### src/rtl/ps2_key_receiver.sv
// ps2_key_receiver: PS/2 keyboard deframer and make/break decoder producing key_pressed/key_flag
module ps2_key_receiver #(
    parameter int FILTER_LEN      = 4,
    parameter int TIMEOUT_CYCLES  = 50000,
    parameter bit SUPPRESS_REPEAT = 1'b1
) (
    input  logic       clk,
    input  logic       rst,
    input  logic       ps2_clk,
    input  logic       ps2_data,
    output logic [7:0] key_pressed,
    output logic       key_flag,
    output logic       key_ext,
    output logic       frame_err
);
    localparam int FW = FILTER_LEN > 1 ? $clog2(FILTER_LEN) : 1;
    localparam int TW = TIMEOUT_CYCLES > 1 ? $clog2(TIMEOUT_CYCLES) : 1;

    typedef enum logic [1:0] {IDLE, DATA, PARITY, STOP} state_t;

    logic [1:0]    clk_s_q, dat_s_q;
    logic          fclk_q;
    logic [FW-1:0] flt_q;
    state_t        state_q;
    logic [2:0]    bit_q;
    logic [7:0]    sh_q, held_q, key_q;
    logic          par_q, brk_q, ext_q, held_v_q, flag_q, kext_q, err_q;
    logic [TW-1:0] to_q;
    logic          diff, toggle, fall, dat;

    assign dat    = dat_s_q[1];
    assign diff   = clk_s_q[1] != fclk_q;
    assign toggle = diff && flt_q == FW'(FILTER_LEN - 1);
    assign fall   = toggle && fclk_q;

    assign key_pressed = key_q;
    assign key_flag    = flag_q;
    assign key_ext     = kext_q;
    assign frame_err   = err_q;

    // two-flop synchronisers for both asynchronous PS/2 lines
    always_ff @(posedge clk) begin
        if (!rst) begin
            clk_s_q <= 2'b11;
            dat_s_q <= 2'b11;
        end else begin
            clk_s_q <= {clk_s_q[0], ps2_clk};
            dat_s_q <= {dat_s_q[0], ps2_data};
        end
    end

    // filtered clock flips only after FILTER_LEN consecutive differing samples
    always_ff @(posedge clk) begin
        if (!rst) begin
            fclk_q <= 1'b1;
            flt_q  <= '0;
        end else if (toggle) begin
            fclk_q <= ~fclk_q;
            flt_q  <= '0;
        end else begin
            flt_q <= diff ? flt_q + 1'b1 : '0;
        end
    end

    // frame FSM with timeout, plus F0/E0 prefix decoder and repeat suppression
    always_ff @(posedge clk) begin
        if (!rst) begin
            state_q  <= IDLE;
            bit_q    <= '0;
            sh_q     <= '0;
            par_q    <= 1'b0;
            to_q     <= '0;
            brk_q    <= 1'b0;
            ext_q    <= 1'b0;
            held_q   <= '0;
            held_v_q <= 1'b0;
            key_q    <= '0;
            kext_q   <= 1'b0;
            flag_q   <= 1'b0;
            err_q    <= 1'b0;
        end else begin
            flag_q <= 1'b0;
            err_q  <= 1'b0;
            to_q   <= (state_q == IDLE || fall) ? '0 : to_q + 1'b1;
            if (state_q != IDLE && to_q == TW'(TIMEOUT_CYCLES - 1)) begin
                state_q <= IDLE;
                bit_q   <= '0;
                to_q    <= '0;
                err_q   <= 1'b1;
            end else if (fall) begin
                case (state_q)
                    IDLE: begin
                        if (dat) err_q <= 1'b1;
                        else begin
                            state_q <= DATA;
                            bit_q   <= '0;
                        end
                    end
                    DATA: begin
                        sh_q  <= {dat, sh_q[7:1]};
                        bit_q <= bit_q + 3'd1;
                        if (bit_q == 3'd7) state_q <= PARITY;
                    end
                    PARITY: begin
                        par_q   <= dat;
                        state_q <= STOP;
                    end
                    STOP: begin
                        state_q <= IDLE;
                        if (!dat || !(^{sh_q, par_q})) err_q <= 1'b1;
                        else if (sh_q == 8'hF0) brk_q <= 1'b1;
                        else if (sh_q == 8'hE0) ext_q <= 1'b1;
                        else if (brk_q) begin
                            if (held_v_q && sh_q == held_q) held_v_q <= 1'b0;
                            brk_q <= 1'b0;
                            ext_q <= 1'b0;
                        end else begin
                            if (!(SUPPRESS_REPEAT && held_v_q && sh_q == held_q)) begin
                                key_q    <= sh_q;
                                kext_q   <= ext_q;
                                flag_q   <= 1'b1;
                                held_q   <= sh_q;
                                held_v_q <= 1'b1;
                            end
                            ext_q <= 1'b0;
                        end
                    end
                    default: state_q <= IDLE;
                endcase
            end
        end
    end
endmodule

### config.mk
export PLATFORM = sky130hd
export DESIGN_NAME = ps2_key_receiver
export DESIGN_NICKNAME = d
export VERILOG_FILES = /design/src/rtl/ps2_key_receiver.sv
export SDC_FILE = /design/constraint.sdc
export NUM_CORES = 1
export LEC_CHECK = 0
export ABC_CLOCK_PERIOD_IN_PS = 2600
export BUFFER_PORTS_ARGS = -buffer_cell sky130_fd_sc_hd__buf_2
export CORE_AREA = 5 5 110 112
export DETAILED_ROUTE_END_ITERATION = 10
export DIE_AREA = 0 0 115 117
export GPL_ROUTABILITY_DRIVEN = 0
export SYNTH_ARGS = -nofsm -noshare
export SYNTH_HDL_FRONTEND = slang
export SYNTH_SLANG_ARGS = --single-unit
### constraint.sdc
create_clock -name clk -period 2.6 [get_ports clk]
set_clock_uncertainty 0.05 [all_clocks]
set_input_delay 0.26 -clock clk [delete_from_list [all_inputs] [get_ports clk]]
set_output_delay 0.26 -clock clk [all_outputs]
set_load 0.03 [all_outputs]
==> results of run 1 <==
cells in the mapped netlist, types with 2 or more instances:
cell type / number
a21oi_1: 2
buf_6: 2
nor2_1: 34
clkbuf_1: 2
xnor2_1: 18
nand3_1: 10
o21ai_0: 3
nand3b_1: 2
nor4_1: 4
ha_1: 9
or3_1: 2
mux2i_1: 21
nand4_1: 5
and3_1: 5
inv_1: 5
nor3_1: 4
a32oi_1: 2
buf_2: 3
nand2b_1: 4
dfxtp_1: 51
o211a_1: 2
clkbuf_8: 3
nand2_1: 29
nor4bb_1: 2
xor2_1: 9
per-stage QoR:
step	total power, mW	cells
6_report	1.55	413
4_1_cts	1.57	413
2_1_floorplan	0.821	254
3_3_place_gp	0.825	405
3_5_place_dp	0.826	405
5_1_grt	1.60	413
worst min-delay path by stage:
| stage | start | endpoint | slack [ns] | cells after the start |
|---|---|---|---|---|
| final | ps2_data | dat_s_q[0] | 0.10 | 2 |
| after global routing | ps2_clk | clk_s_q[0] | 0.1 | 2 |
| after CTS | ps2_clk | clk_s_q[0] | 0.1 | 2 |
| after detailed placement | clk_s_q[0] | clk_s_q[1] | 0.35 | 1 |
| after global placement | clk_s_q[0] | clk_s_q[1] | 0.34 | 1 |
| after floorplan | ps2_clk | clk_s_q[0] | 0.31 | 1 |
cell type report:
class / instances / share of cell area
Clock buffer: 5 / 0.0446
Clock inverter: 3 / 0.0156
Inverter: 5 / 0.00669
Multi-Input combinational cell: 186 / 0.464
Sequential cell: 51 / 0.364
Tap cell: 143 / 0.0638
Timing Repair Buffer: 20 / 0.0410
per-layer routing:
layer | vias up | wire length (um)
li1 | 896 | -
met1 | 814 | 2280
met2 | 18 | 2070
met3 | 5 | 169
met4 | 0 | 41
met5 | - | 0
cells by family after synthesis:
kind of cell,count (synthesis),synth area share
xor+xnor,30,0.124
flops,51,0.418
simple gates,109,0.221
mux,21,0.0860
fa+ha+maj,9,0.0461
buf+inv,17,0.0492
compound gates,17,0.0553
worst max-delay path, stage by stage, from the launching register on:
cell and delay [ns]:
dfxtp_1 0.36, inv_1 0.10, ha_1 0.27, nor4_1 0.29, nand3_1 0.22, o211ai_2 0.54, mux2i_1 0.25, nor2_1 0.06
power groups by stage:
| stage | combinational (mW) | clock (mW) | sequential, mW |
|---|---|---|---|
| CTS | 0.0212 | 0.760 | 0.786 |
| global route | 0.0232 | 0.786 | 0.786 |
| detailed placement | 0.0211 | 0 | 0.804 |
| global placement | 0.0206 | 0 | 0.804 |
| floorplan | 0.0178 | 0 | 0.803 |
| finish | 0.0209 | 0.741 | 0.786 |
state kept, by name, indices dropped and copies added (netlist names), 2 cells and up:
name         cells
bit_q            3
sh_q             8
flt_q            2
dat_s_q          2
key_pressed      8
state_q          2
to_q            16
clk_s_q          2
==> run metrics, run 1 <==
sequential-to-total area share from yosys stat 0.418; IO buf count 14; Tightest Hold Check Type input pin to flop; CORE AREA approximately 0.011 mm2; PnR worst setup slack roughly 0.32 ns; r2r endpoint sh_q[0]; post-CTS sizing 0; Max Cap Viol 0; crit path time final 2.28 ns; PwrDens 552 mW/mm2; CP arrival ~2.4 ns; via/cell ratio 4.20; Top Usage Layer GRT met2; CTS Root Cell clkbuf_16; Post-Synthesis Net Count 267; Distinct cells, synth 46; final wirelength 4.56 mm; Worst R2R Setup Slack 0.32 ns; Cell Rows 39; dpl hpwl between 3 and 4 mm; synth warn 0; Post-synth ARST share 0; WL per Instance 11.0 um; sw power slightly above 0.3 mW; Post-synth EDFFs 0; critical path launch point state_q[0]; Syn Inst Count 254; Max Root-Sink Buffers 2; vias in the first global route ~1700; TritonCTS clock tree built; clock slew at reported path FFs 0.07 ns; DRC viols 0; DRT iter0 DRCs 112; M1 GR Usage 0.0923; outcome finished clean; Setup WS pre-CTS around 0.32 ns; largest net degree at the start of global routing 19; fin crit share 0.877; Setup TNS Final 0 ns; Internal 1.24 mW; Sink Count 51; FF+latch count, synth 51; CP Class flop to flop; top_reg_cell synth dfxtp_1; Finished Cell Area approximately 0.0028 mm2; most frequent cells in the layout 51 x dfxtp_1, 34 x nor2_1, 29 x nand2_1; Die Height 117 um; fmax roughly 440 MHz; switch share 0.196; slew margin rel. 0.621; DP Area 0.00264 mm2; iteration count of the initial detailed-routing pass 4; met2 usage 0.118; footprint of the multi-input gates 0.00130 mm2; H-tree levels 2; Max IR drop VDD 0.229 mV; Hold Buf Count CTS 0; count of final setup violators 0; GR Overflow Total 0; Sequential Power Share 0.508; Avg Synthesized Cell Area 9.62 um2; # fillers about 1200; largest area contributor in the netlist dfxtp_1; final hold violations 0; Crit. End Element flop; vias after detailed routing 1733; Post-Syn Area 0.00244 mm2; antenna violations before repair 0; initial core utilization 0.220; max-slew violations 0; RSZ-0062 raised after global routing no; Die W 115 um; ranking of synthesized cells by area dfxtp_1 42%, mux2i_1 8.6%, xnor2_1 6.5%, nor2_1 5.2%, ha_1 4.6%; share of cells above drive strength 1 0.137; R2R Path Start state_q[0]; first-pass GRT wire length between 7 and 8 mm; post-synth top area share 0.418; Leakage 1.08 nW; most common cell after layout, fill and taps aside dfxtp_1; R2R depth 7; CTS Buf Count 5; fin util 0.252; combinational power share 0.014; CP endpoint sh_q[0]; sequential cell area 0.00102 mm2; GRT met3 Usage 0.0221; post-CTS setup buffer count 0; Worst setup SP type flop; Ports 15; Req. time, crit path 2.71 ns; Routed Antenna Nets 0; fin nets ~280; clock share of power 0.479; clk_lat worst skew 0.29 ns; antenna diode count 0; Die ar. 0.0135 mm2; GRT Overall Usage 0.0726; Fin Hold WS a little over 0.1 ns; Slew @ Worst Pin about 0.57 ns; Crit Path Max Fanout 8; synthesis-to-layout area growth 14.8%
No activity file was read; power rests on OpenSTA's default activity.
==> run 2: changes to the inputs <==
--- a/config.mk
+++ b/config.mk
@@ -5,11 +5,12 @@
 export SDC_FILE = /design/constraint.sdc
 export NUM_CORES = 1
 export LEC_CHECK = 0
+export ABC_AREA = 1
 export ABC_CLOCK_PERIOD_IN_PS = 2600
 export BUFFER_PORTS_ARGS = -buffer_cell sky130_fd_sc_hd__buf_2
-export CORE_AREA = 5 5 110 112
+export CORE_AREA = 5 5 112 114
 export DETAILED_ROUTE_END_ITERATION = 10
-export DIE_AREA = 0 0 115 117
+export DIE_AREA = 0 0 117 119
 export GPL_ROUTABILITY_DRIVEN = 0
 export SYNTH_ARGS = -nofsm -noshare
 export SYNTH_HDL_FRONTEND = slang
==> run 2 against run 1 <==
- die area rose by 3.5%
- synthesized cell count rose by 39%
- hold slack improved by 0.010 ns
- clock-buffer cell count did not move
- sequential power barely moved
- first-iteration DRC count fell by 46%
==> run metrics, run 2 <==
outcome finished clean; first-pass GRT wire length 8.91 mm; post-CTS setup buffer count 0; r2r endpoint sh_q[0]; CTS Root Cell clkbuf_16; crit path time final 1.96 ns; fmax 511 MHz; HP Start ps2_data; Finished Cell Area 0.00294 mm2; R2R depth 9; final hold violations 0; count of final setup violators 0; Slew @ Worst Pin ~0.47 ns; Crit Path Max Fanout 16; antenna diode count 0; Post-synth ARST share 0; fin nets 383; largest area contributor in the netlist dfxtp_1; Distinct cells, synth 38; slowest stage cell, crit path nand3_1; iteration count of the initial detailed-routing pass 4; synth warn 0; R2R Path Start state_q[0]; Largest Register to_q; most frequent cells in the layout 69 x nand2_1, 53 x nor2_1, 51 x dfxtp_1; post-synthesis mux area share 0; Worst R2R Setup Slack 0.64 ns; Sink Count 51; WL per Instance slightly below 10 um; post-synthesis compound-gate area fraction 0.0998; Largest register FFs 16; CP arrival 2.11 ns; initial core utilization 0.227; most frequent cell after synthesis nand2_1; CP Class flop to flop; Tightest Hold Check Type input pin to flop; crit path cell chain inv_1 -> ha_1 -> nor2_1 -> nand2_1 -> nor2_1 -> nand3_1 -> nand3_1 -> o21ai_0 -> a21oi_1; top_reg_cell synth dfxtp_1; vias after detailed routing between 2000 and 2500; IO buf count 14; synth cell count leaders 69 x nand2_1, 53 x nor2_1, 51 x dfxtp_1; crit-path max cell delay 0.43 ns; clk_lat worst skew slightly below 0.3 ns; critical path launch point state_q[0]; Crit. End Element flop; final wirelength 5.07 mm; PwrDens 487 mW/mm2; Post-synth EDFFs 0; Max IR drop VDD 0.243 mV; fin crit share 0.752; Leakage 1.20 nW; Hold Buf Count CTS 0; DRT iter0 DRCs 60; Post-Syn Area approximately 0.0026 mm2; Post-Synth Adder-Cell Area 0.0438; slew margin rel. 0.686; CP endpoint sh_q[0]; share of cells above drive strength 1 0.148; via/cell ratio between 4 and 5; RSZ-0062 raised after global routing no; post-synth top area share 0.397; Worst setup SP type flop; xor and xnor fraction of the mapped netlist area 0.0375; largest net degree at the start of global routing 26; dpl hpwl 4.00 mm; post-CTS sizing 0; sequential-to-total area share from yosys stat 0.397; FF+latch count, synth a little over 50; TritonCTS clock tree built; H-tree levels 2; DRC viols 0; DP Area approximately 0.0028 mm2; GR Overflow Total 0; vias in the first global route around 2100; Routed Antenna Nets 0; Max Root-Sink Buffers 2; Syn Inst Count 353; GRT Overall Usage 0.0766; clock slew at reported path FFs 0.06 ns; Ports 15; Die ar. 0.0139 mm2; Die W 117 um; antenna violations before repair 0; Die Height 119 um; Setup TNS Final 0 ns; Req. time, crit path 2.76 ns; Post-Synthesis Net Count 366; CORE AREA 0.0113 mm2; Cell Rows 39; Max Cap Viol 0; synthesis-to-layout area growth 14.6%; Avg Synthesized Cell Area 7.28 um2; ranking of synthesized cells by area dfxtp_1 40%, nand2_1 10%, nor2_1 7.7%, inv_1 5.8%, ha_1 4.4%; most common cell after layout, fill and taps aside nand2_1; main combinational cell family by area after synthesis simple AND/OR/NAND/NOR gates; max-slew violations 0; simple-gate share of the synthesized area 0.338; CTS Buf Count 5
[run 2: worst min-delay path by stage]
stage | end | depth (start not counted)
floorplan | clk_s_q[0] | 1
global placement | clk_s_q[1] | 1
detailed placement | dat_s_q[1] | 1
CTS | dat_s_q[0] | 2
global route | dat_s_q[0] | 2
finish | dat_s_q[0] | 2
[run 2: area by class of cell]
class	instances	area, um2
Fill cell	1258	8380
Timing Repair Buffer	16	85.1
Clock inverter	3	15.0
Multi-Input combinational cell	247	1340
Sequential cell	51	1020
Inverter	49	184
Tap cell	143	179
Clock buffer	5	125
[run 2: through the flow]
step	std cells	power [mW]	utilization	worst slack [ns]	hold slack (ns)
final	514	1.43	0.260	0.644	0.112
after detailed placement	506	0.827	0.248	0.666	0.353
after CTS	514	1.45	0.260	0.658	0.112
after global routing	514	1.49	0.260	0.331	0.119
after global placement	506	0.826	0.248	0.765	0.348
after floorplan	353	0.820	-	0.955	0.317
[run 2: worst max-delay path, delay by kind of cell (launching register included)]
kind	cells	cell delay, ns
AO/OA/AOI/OAI	2	0.27
adder cells (fa/ha/maj)	1	0.23
buffers and inverters	1	0.10
flip-flops	1	0.36
AND/OR/NAND/NOR	5	0.86
[run 2: cell families after synthesis]
group                    Yosys count
AND/OR/NAND/NOR                  181
buffers and inverters             55
flip-flops                        51
AO/OA/AOI/OAI                     46
XOR/XNOR                          11
adder cells (fa/ha/maj)            9
[run 2: layer usage]
layer	share of wire	up-vias	wire length, um	track usage
met5	0	-	0	0
met4	0.022	0	111	0.0301
met3	0.033	9	167	0.0213
met1	0.44	992	2240	0.0878
met2	0.50	21	2540	0.133
li1	-	1168	-	-
[run 2: power by group]
part           internal, mW  total (mW)  switching, mW
clock                 0.351       0.625          0.274
sequential            0.784       0.787        0.00269
combinational       0.00772      0.0221         0.0144
